File: src/rtl/spectol_writer.sv
// Start_SW/Busy_SW responder that writes one spectrum bin per request into the display RAM.
// Optional decaying peak-hold merge with the stored bin is enabled by defining PEAK_HOLD_EN.
module spectol_writer #(
  parameter int bw_spec  = 8,
  parameter int bw_bin   = 7,
  parameter int NUM_BINS = 128,
  parameter int DECAY    = 1
) (
  input  logic               Clock,
  input  logic               Reset,
  input  logic               obstart,
  input  logic               Start_SW,
  input  logic               Copy,
  input  logic [bw_spec-1:0] SpecIn,
  output logic               Busy_SW,
  output logic               WrEn,
  output logic [bw_bin-1:0]  WrAddr,
  output logic [bw_spec-1:0] WrData,
  output logic [bw_bin-1:0]  RdAddr,
  input  logic [bw_spec-1:0] RdData,
  output logic               FrameDone
);

  localparam logic [bw_bin-1:0]  LAST_BIN = bw_bin'(NUM_BINS - 1);
  localparam logic [bw_spec:0]   DECAY_W  = (bw_spec + 1)'(DECAY);

  typedef enum logic [2:0] {IDLE, LOAD, READ, MERGE, WRITE, DONE} state_t;

  state_t             state;
  logic [bw_bin-1:0]  bin_cnt;
  logic [bw_bin-1:0]  r_addr;
  logic [bw_spec-1:0] r_val;
  logic [bw_spec-1:0] r_last;
  // Set when obstart lands while an operation is in flight, so its DONE must not advance.
  logic               restart;

`ifdef PEAK_HOLD_EN
  logic [bw_spec:0]   rd_ext;
  logic [bw_spec-1:0] decayed;
  logic [bw_spec-1:0] merged;

  always_comb begin
    rd_ext  = {1'b0, RdData};
    decayed = '0;
    if (rd_ext >= DECAY_W)
      decayed = bw_spec'(rd_ext - DECAY_W);
    merged  = (decayed > r_val) ? decayed : r_val;
  end
`else
  logic rd_unused;
  assign rd_unused = ^{RdData, DECAY_W};
  assign RdAddr    = '0;
`endif

  always_ff @(posedge Clock or posedge Reset) begin
    if (Reset) begin
      state     <= IDLE;
      bin_cnt   <= '0;
      r_addr    <= '0;
      r_val     <= '0;
      r_last    <= '0;
      restart   <= 1'b0;
      Busy_SW   <= 1'b0;
      WrEn      <= 1'b0;
      WrAddr    <= '0;
      WrData    <= '0;
      FrameDone <= 1'b0;
`ifdef PEAK_HOLD_EN
      RdAddr    <= '0;
`endif
    end else begin
      FrameDone <= 1'b0;
      if (obstart) begin
        bin_cnt <= '0;
        r_last  <= '0;
        if (state != IDLE)
          restart <= 1'b1;
      end

      case (state)
        IDLE: begin
          if (Start_SW) begin
            // A coincident obstart clears the counter and last value before they are used.
            r_val   <= Copy ? (obstart ? '0 : r_last) : SpecIn;
            r_addr  <= obstart ? '0 : bin_cnt;
            Busy_SW <= 1'b1;
            state   <= LOAD;
          end
        end
        LOAD: begin
`ifdef PEAK_HOLD_EN
          RdAddr <= r_addr;
          state  <= READ;
`else
          WrEn   <= 1'b1;
          WrAddr <= r_addr;
          WrData <= r_val;
          state  <= WRITE;
`endif
        end
`ifdef PEAK_HOLD_EN
        READ: state <= MERGE;
        MERGE: begin
          r_val  <= merged;
          WrEn   <= 1'b1;
          WrAddr <= r_addr;
          WrData <= merged;
          state  <= WRITE;
        end
`endif
        WRITE: begin
          WrEn  <= 1'b0;
          state <= DONE;
        end
        DONE: begin
          Busy_SW <= 1'b0;
          restart <= 1'b0;
          state   <= IDLE;
          if (!obstart && !restart) begin
            r_last <= r_val;
            if (bin_cnt == LAST_BIN) begin
              bin_cnt   <= '0;
              FrameDone <= 1'b1;
            end else begin
              bin_cnt <= bin_cnt + 1'b1;
            end
          end
        end
        default: state <= IDLE;
      endcase
    end
  end

endmodule
File: config.mk
export PLATFORM = sky130hd
export DESIGN_NAME = spectol_writer
export DESIGN_NICKNAME = d
export VERILOG_FILES = /design/src/rtl/spectol_writer.sv
export SDC_FILE = /design/constraint.sdc
export NUM_CORES = 1
export LEC_CHECK = 0
export ABC_AREA = 1
export CAP_MARGIN = 30
export CORE_MARGIN = 5
export CORE_UTILIZATION = 51
export DETAILED_ROUTE_END_ITERATION = 12
export HOLD_SLACK_MARGIN = 0.03
export MAX_ROUTING_LAYER = met4
export PLACE_DENSITY = 0.9
export SYNTH_ARGS = -nofsm -noshare
export SYNTH_HDL_FRONTEND = slang
export SYNTH_SLANG_ARGS = --single-unit
File: constraint.sdc
create_clock -name Clock -period 2 [get_ports Clock]
set_input_delay 0.4 -clock Clock [delete_from_list [all_inputs] [get_ports Clock]]
set_output_delay 0.4 -clock Clock [all_outputs]
set_load 0.05 [all_outputs]
======== After elaboration in Yosys (flattened, before gate mapping) ========
Index checks and enable logic that the tools add are counted.
operators by class
  reductions and logical operators ........ 12
  magnitude comparators ................... 0
  $mul .................................... 0
  mux-type cells .......................... 19
  equality and inequality tests ........... 5
  add/sub/neg operators ................... 1
  divide/modulo/power cells ............... 0
  bitwise operators ....................... 0
  shift-type cells ........................ 0
operators with widths
  cell                                                             number
  8-bit 2-to-1 mux                                                 4
  7-bit 2-to-1 mux                                                 4
  3-bit case mux with 3 select lines                               1
  2-bit nonzero test                                               4
  7-bit by 1-bit adder with 7-bit output, second input constant    1
  7-bit == test, second input constant                             1
  1-bit 2-to-1 mux                                                 7
  3-bit == test, second input constant                             2
  2-bit AND reduction                                              3
  1-bit case mux with 2 select lines                               2
  3-bit by 1-bit == test with 1-bit output, second input constant  1
  3-bit zero test                                                  1
  3-bit 2-to-1 mux                                                 1
  3-bit nonzero test                                               1
  1-bit zero test                                                  2
  2-bit != test, second input constant                             1
  1-bit logical AND                                                1
word-level totals
  bits of input ports ..................... 21
  bits in latches ......................... 0
  memories kept ........................... 0
  logic and storage cells ................. 48
  register bits after elaboration ......... 52
  output and inout port bits .............. 25
  RAM bits ................................ 0
  ROM bits ................................ 0

======== Depth between registers and ports, before layout ========
  depth after elaboration ................. 4
  depth in mapped cells ................... 8
  depth with buffers taken out ............ 8

======== Worst setup path before layout ========
No wires, ideal clock.
  path type ............................... reg2reg
  from .................................... register state[2]
  to ...................................... register WrAddr[6]
  data required time ...................... 1.875 ns
  arrival time ............................ 1.241 ns
  library setup time ...................... 0.125 ns
  slack ................................... 0.634 ns
  stages on the path, launching flop included .. 6
  path buffers ............................ 2
  clock period less this slack ............ 1.366 ns
  path through ............................ dfrtp_1 > inv_1 > ha_1 > buf_4 > buf_6 > mux2_2
between the ends
  cells in the longest elaborated chain, start to end .. 1
RTL lines
  element                                   line  RTL
  from (decl)                               29    state_t state;
  from (signal assigned)                    57    state <= IDLE;
  from (signal assigned)                    87    state <= LOAD;
  from (signal assigned)                    98    state <= WRITE;
  3-bit by 1-bit == test with 1-bit output  80    case (state)
  to (signal assigned)                      96    WrAddr <= r_addr;
  to (decl)                                 17    output logic [bw_bin-1:0] WrAddr,
No other way between the ends.
A chain may end at the register's enable or synchronous reset.

======== Worst setup path in the final report ========
  from .................................... register WrData[5]
  to ...................................... output WrData[5]
RTL lines
  element                 line  RTL
  from (decl)             18    output logic [bw_spec-1:0] WrData,
  from (signal assigned)  97    WrData <= r_val;
No word-level cell between the ends.

==> reports/summary.txt <==
Worst Setup End Kind -> output pin
CTS tree -> yes
n_diodes -> 0
# IOs -> 46
unrepaired setup endpoints after global routing -> no
Distinct cells, synth -> 28
Async SR Flop Fraction -> 100%
Final Hold Vio Count -> 0
worst path arrival time -> 1.49 ns
Top Family by Delay on Critical Path -> buffers and inverters
max_cap viols -> 0
leakage -> 1.36 nW
fin crit period -> 1.89 ns
Final #Nets -> 310
final wirelength -> 4380 um
status -> completed
Required @ worst endpoint -> 1.60 ns
share of cells above drive strength 1 -> 15.2%
die footprint -> 6160 um^2
grt ovf -> 0
crit path kind -> register to output pin
Worst path slowest cell -> clkdlybuf4s50_1
FF/Latch Area -> 1280 um^2
Slew HR -> 66.5%
worst skew pair latency -> 0.31 ns
most common flop cell mapped by yosys -> dfrtp_1
post-route ant nets -> 0
1st-pass router iterations -> 4
EDFF count, synth -> 0
Buffers & Inverters on Critical Path -> 1
count leader, synth -> nand2_1
CP max stage delay -> 0.81 ns
Clock Skew -> 0.0105 ns
Initial Util -> 51.7%
post-synth top area share -> 53.3%
yosys warns -> 0
DIE HEIGHT -> 78.5 um
clock slew at reported path FFs -> 0.10 ns
max-slew violations -> 0
H-tree Lvls -> 2
Yosys top cell by area -> dfrtp_1
register area share after synthesis -> 53.3%
setup TNS -> 0 ns
via count -> 1698
VDD IR max -> 0.000749 V
GP Congestion -> 0.821
DRT iter0 DRCs -> 121
Area contributors post-synth -> dfrtp_1 53%, nand2_1 11%, mux2_2 5.2%, o21ai_0 3.8%, ha_1 3.7%
fill count -> 374
CTS Root Cell -> clkbuf_8
area grow syn2layout -> 19.0%
crit share post-route -> 94.7%
global-route wire length before repair -> 7790 um
CTS Buffer Depth -> 2
drt wl/cell -> 13.0 um
# setup viols final -> 0
multi-input logic area -> 922 um^2
Hold Crit Class -> input pin to asynchronous set/reset pin
setup bufs post-CTS -> 0
chip width -> 78.5 um
Max Clock Freq -> 528 MHz
FP Rows -> 25
Vias/cell -> 5.04
register bit total from synthesis -> 51
Avg Inst Size Synth -> 9.61 um^2
DP HPWL -> 3110 um
Hold Buf Count CTS -> 0
Pwr per Cell Area -> 1430 nW/um^2
initial antenna violation count -> 0
largest net degree at the start of global routing -> 52
Final Total Pwr -> 0.00408 W
CTS resizes -> 0
DRC errors left -> 0
TritonCTS sink count -> 51
worst path cell trace -> clkdlybuf4s50_1
worst-path fanout max -> 2
Mapped Cells -> 249
GRT Overall Usage -> 16.2%
Worst Max-Slew Pin Slew -> 0.501 ns
Port Buffer Count -> 30
vias in the first global route -> 1725
cts bufs inserted -> 5
cell area after synthesis -> 2390 um^2
most instantiated cells after synthesis -> 69 x nand2_1, 51 x dfrtp_1, 19 x inv_1
Core ar. -> 4630 um^2
startpoint types -> register
cell type report:
cell class	count	area share, %
multi-input cells	167	32.4
inverters	22	3.34
repair buffers	35	12.3
clock inverters	3	2.37
well taps	54	2.37
flip-flops and latches	51	44.8
clock buffers	5	2.42
cell usage in the layout, fill, tap and decap left out:
| master | n |
|---|---|
| a21oi_1 | 14 |
| mux2_2 | 11 |
| clkinv_8 | 1 |
| nand3_1 | 2 |
| clkbuf_8 | 5 |
| dfrtp_1 | 51 |
| inv_1 | 18 |
| nand2_4 | 1 |
| nand2_2 | 3 |
| conb_1 | 7 |
| nor2_2 | 1 |
| nand2_8 | 1 |
| clkinvlp_4 | 1 |
| inv_2 | 3 |
| bufinv_16 | 2 |
| o22ai_1 | 1 |
| o21ai_0 | 18 |
| nand2_1 | 69 |
| ha_1 | 7 |
| o21ai_1 | 3 |
| clkdlybuf4s50_1 | 30 |
| o21bai_1 | 1 |
| xnor2_1 | 1 |
| nor2_8 | 1 |
| buf_4 | 4 |
| buf_12 | 1 |
| o21a_1 | 1 |
| o21ai_2 | 8 |
| nor2_1 | 17 |
final timing paths:
path                            from          to  slack (ns)  depth (start not counted)
min                            Reset   WrData[3]        0.44                          3
min in group Clock          r_val[0]   r_last[0]        0.49                          2
max                        WrData[5]   WrData[5]        0.11                          1
min reg2reg                 r_val[0]   r_last[0]        0.49                          2
max reg2reg                 state[0]    r_val[4]        0.52                          7
max in group asynchronous      Reset  bin_cnt[5]        1.33                          3
per-stage QoR:
step                      instances  utilization (%)  worst slack (ns)  instance area [um^2]  hold WS (ns)
after detailed placement        329             58.6             0.264                  2710         0.467
after CTS                       337             61.5             0.102                  2850         0.447
after global placement          329             58.6             0.294                  2710         0.461
after global routing            337             61.5            0.0601                  2850         0.508
after floorplan                 255                -             0.370                  2410         0.443
final                           337             61.5             0.107                  2850         0.439
cell families (layout without fill, tap and decap cells):
logic type	Yosys count	after routing	share of synthesized area, %
fa+ha+maj	7	7	3.66
other cells	1	7	0.157
compound gates	46	46	11.1
buf+inv	37	65	9.05
simple gates	95	95	17.1
xor+xnor	1	1	0.366
flops	51	51	53.3
mux	11	11	5.18
per-layer routing:
layer / wire length, um / part of all wire, % / track usage [%] / up-vias
met2: 2130 / 49 / 26.7 / 35
met5: 0 / 0 / - / -
met3: 175 / 4.0 / 3.67 / 6
met1: 2020 / 46 / 20.1 / 815
met4: 52 / 1.2 / 4.55 / 0
li1: - / - / - / 842
registers in the layout, summed over array words and instances, names as in the netlist, 2 cells and up:
signal,flops
r_val,8
r_last,8
state,2
WrAddr,7
bin_cnt,7
r_addr,7
WrData,8
report_power, final:
group	internal, W	total, W	switching [W]
Combinational	0.000610	0.00171	0.00110
Clock	0.000499	0.000838	0.000339
Sequential	0.00134	0.00153	0.000192
Total	0.00245	0.00408	0.00163
worst reg2reg max path, cell delays in order, from the launching register on:
cell and delay [ns]:
dfrtp_1 0.43, inv_1 0.14, ha_1 0.21, nand2_1 0.13
buf_4 0.21, a21oi_1 0.12, o21ai_0 0.11, nand2_1 0.08
(Power assumes the default switching activity.)
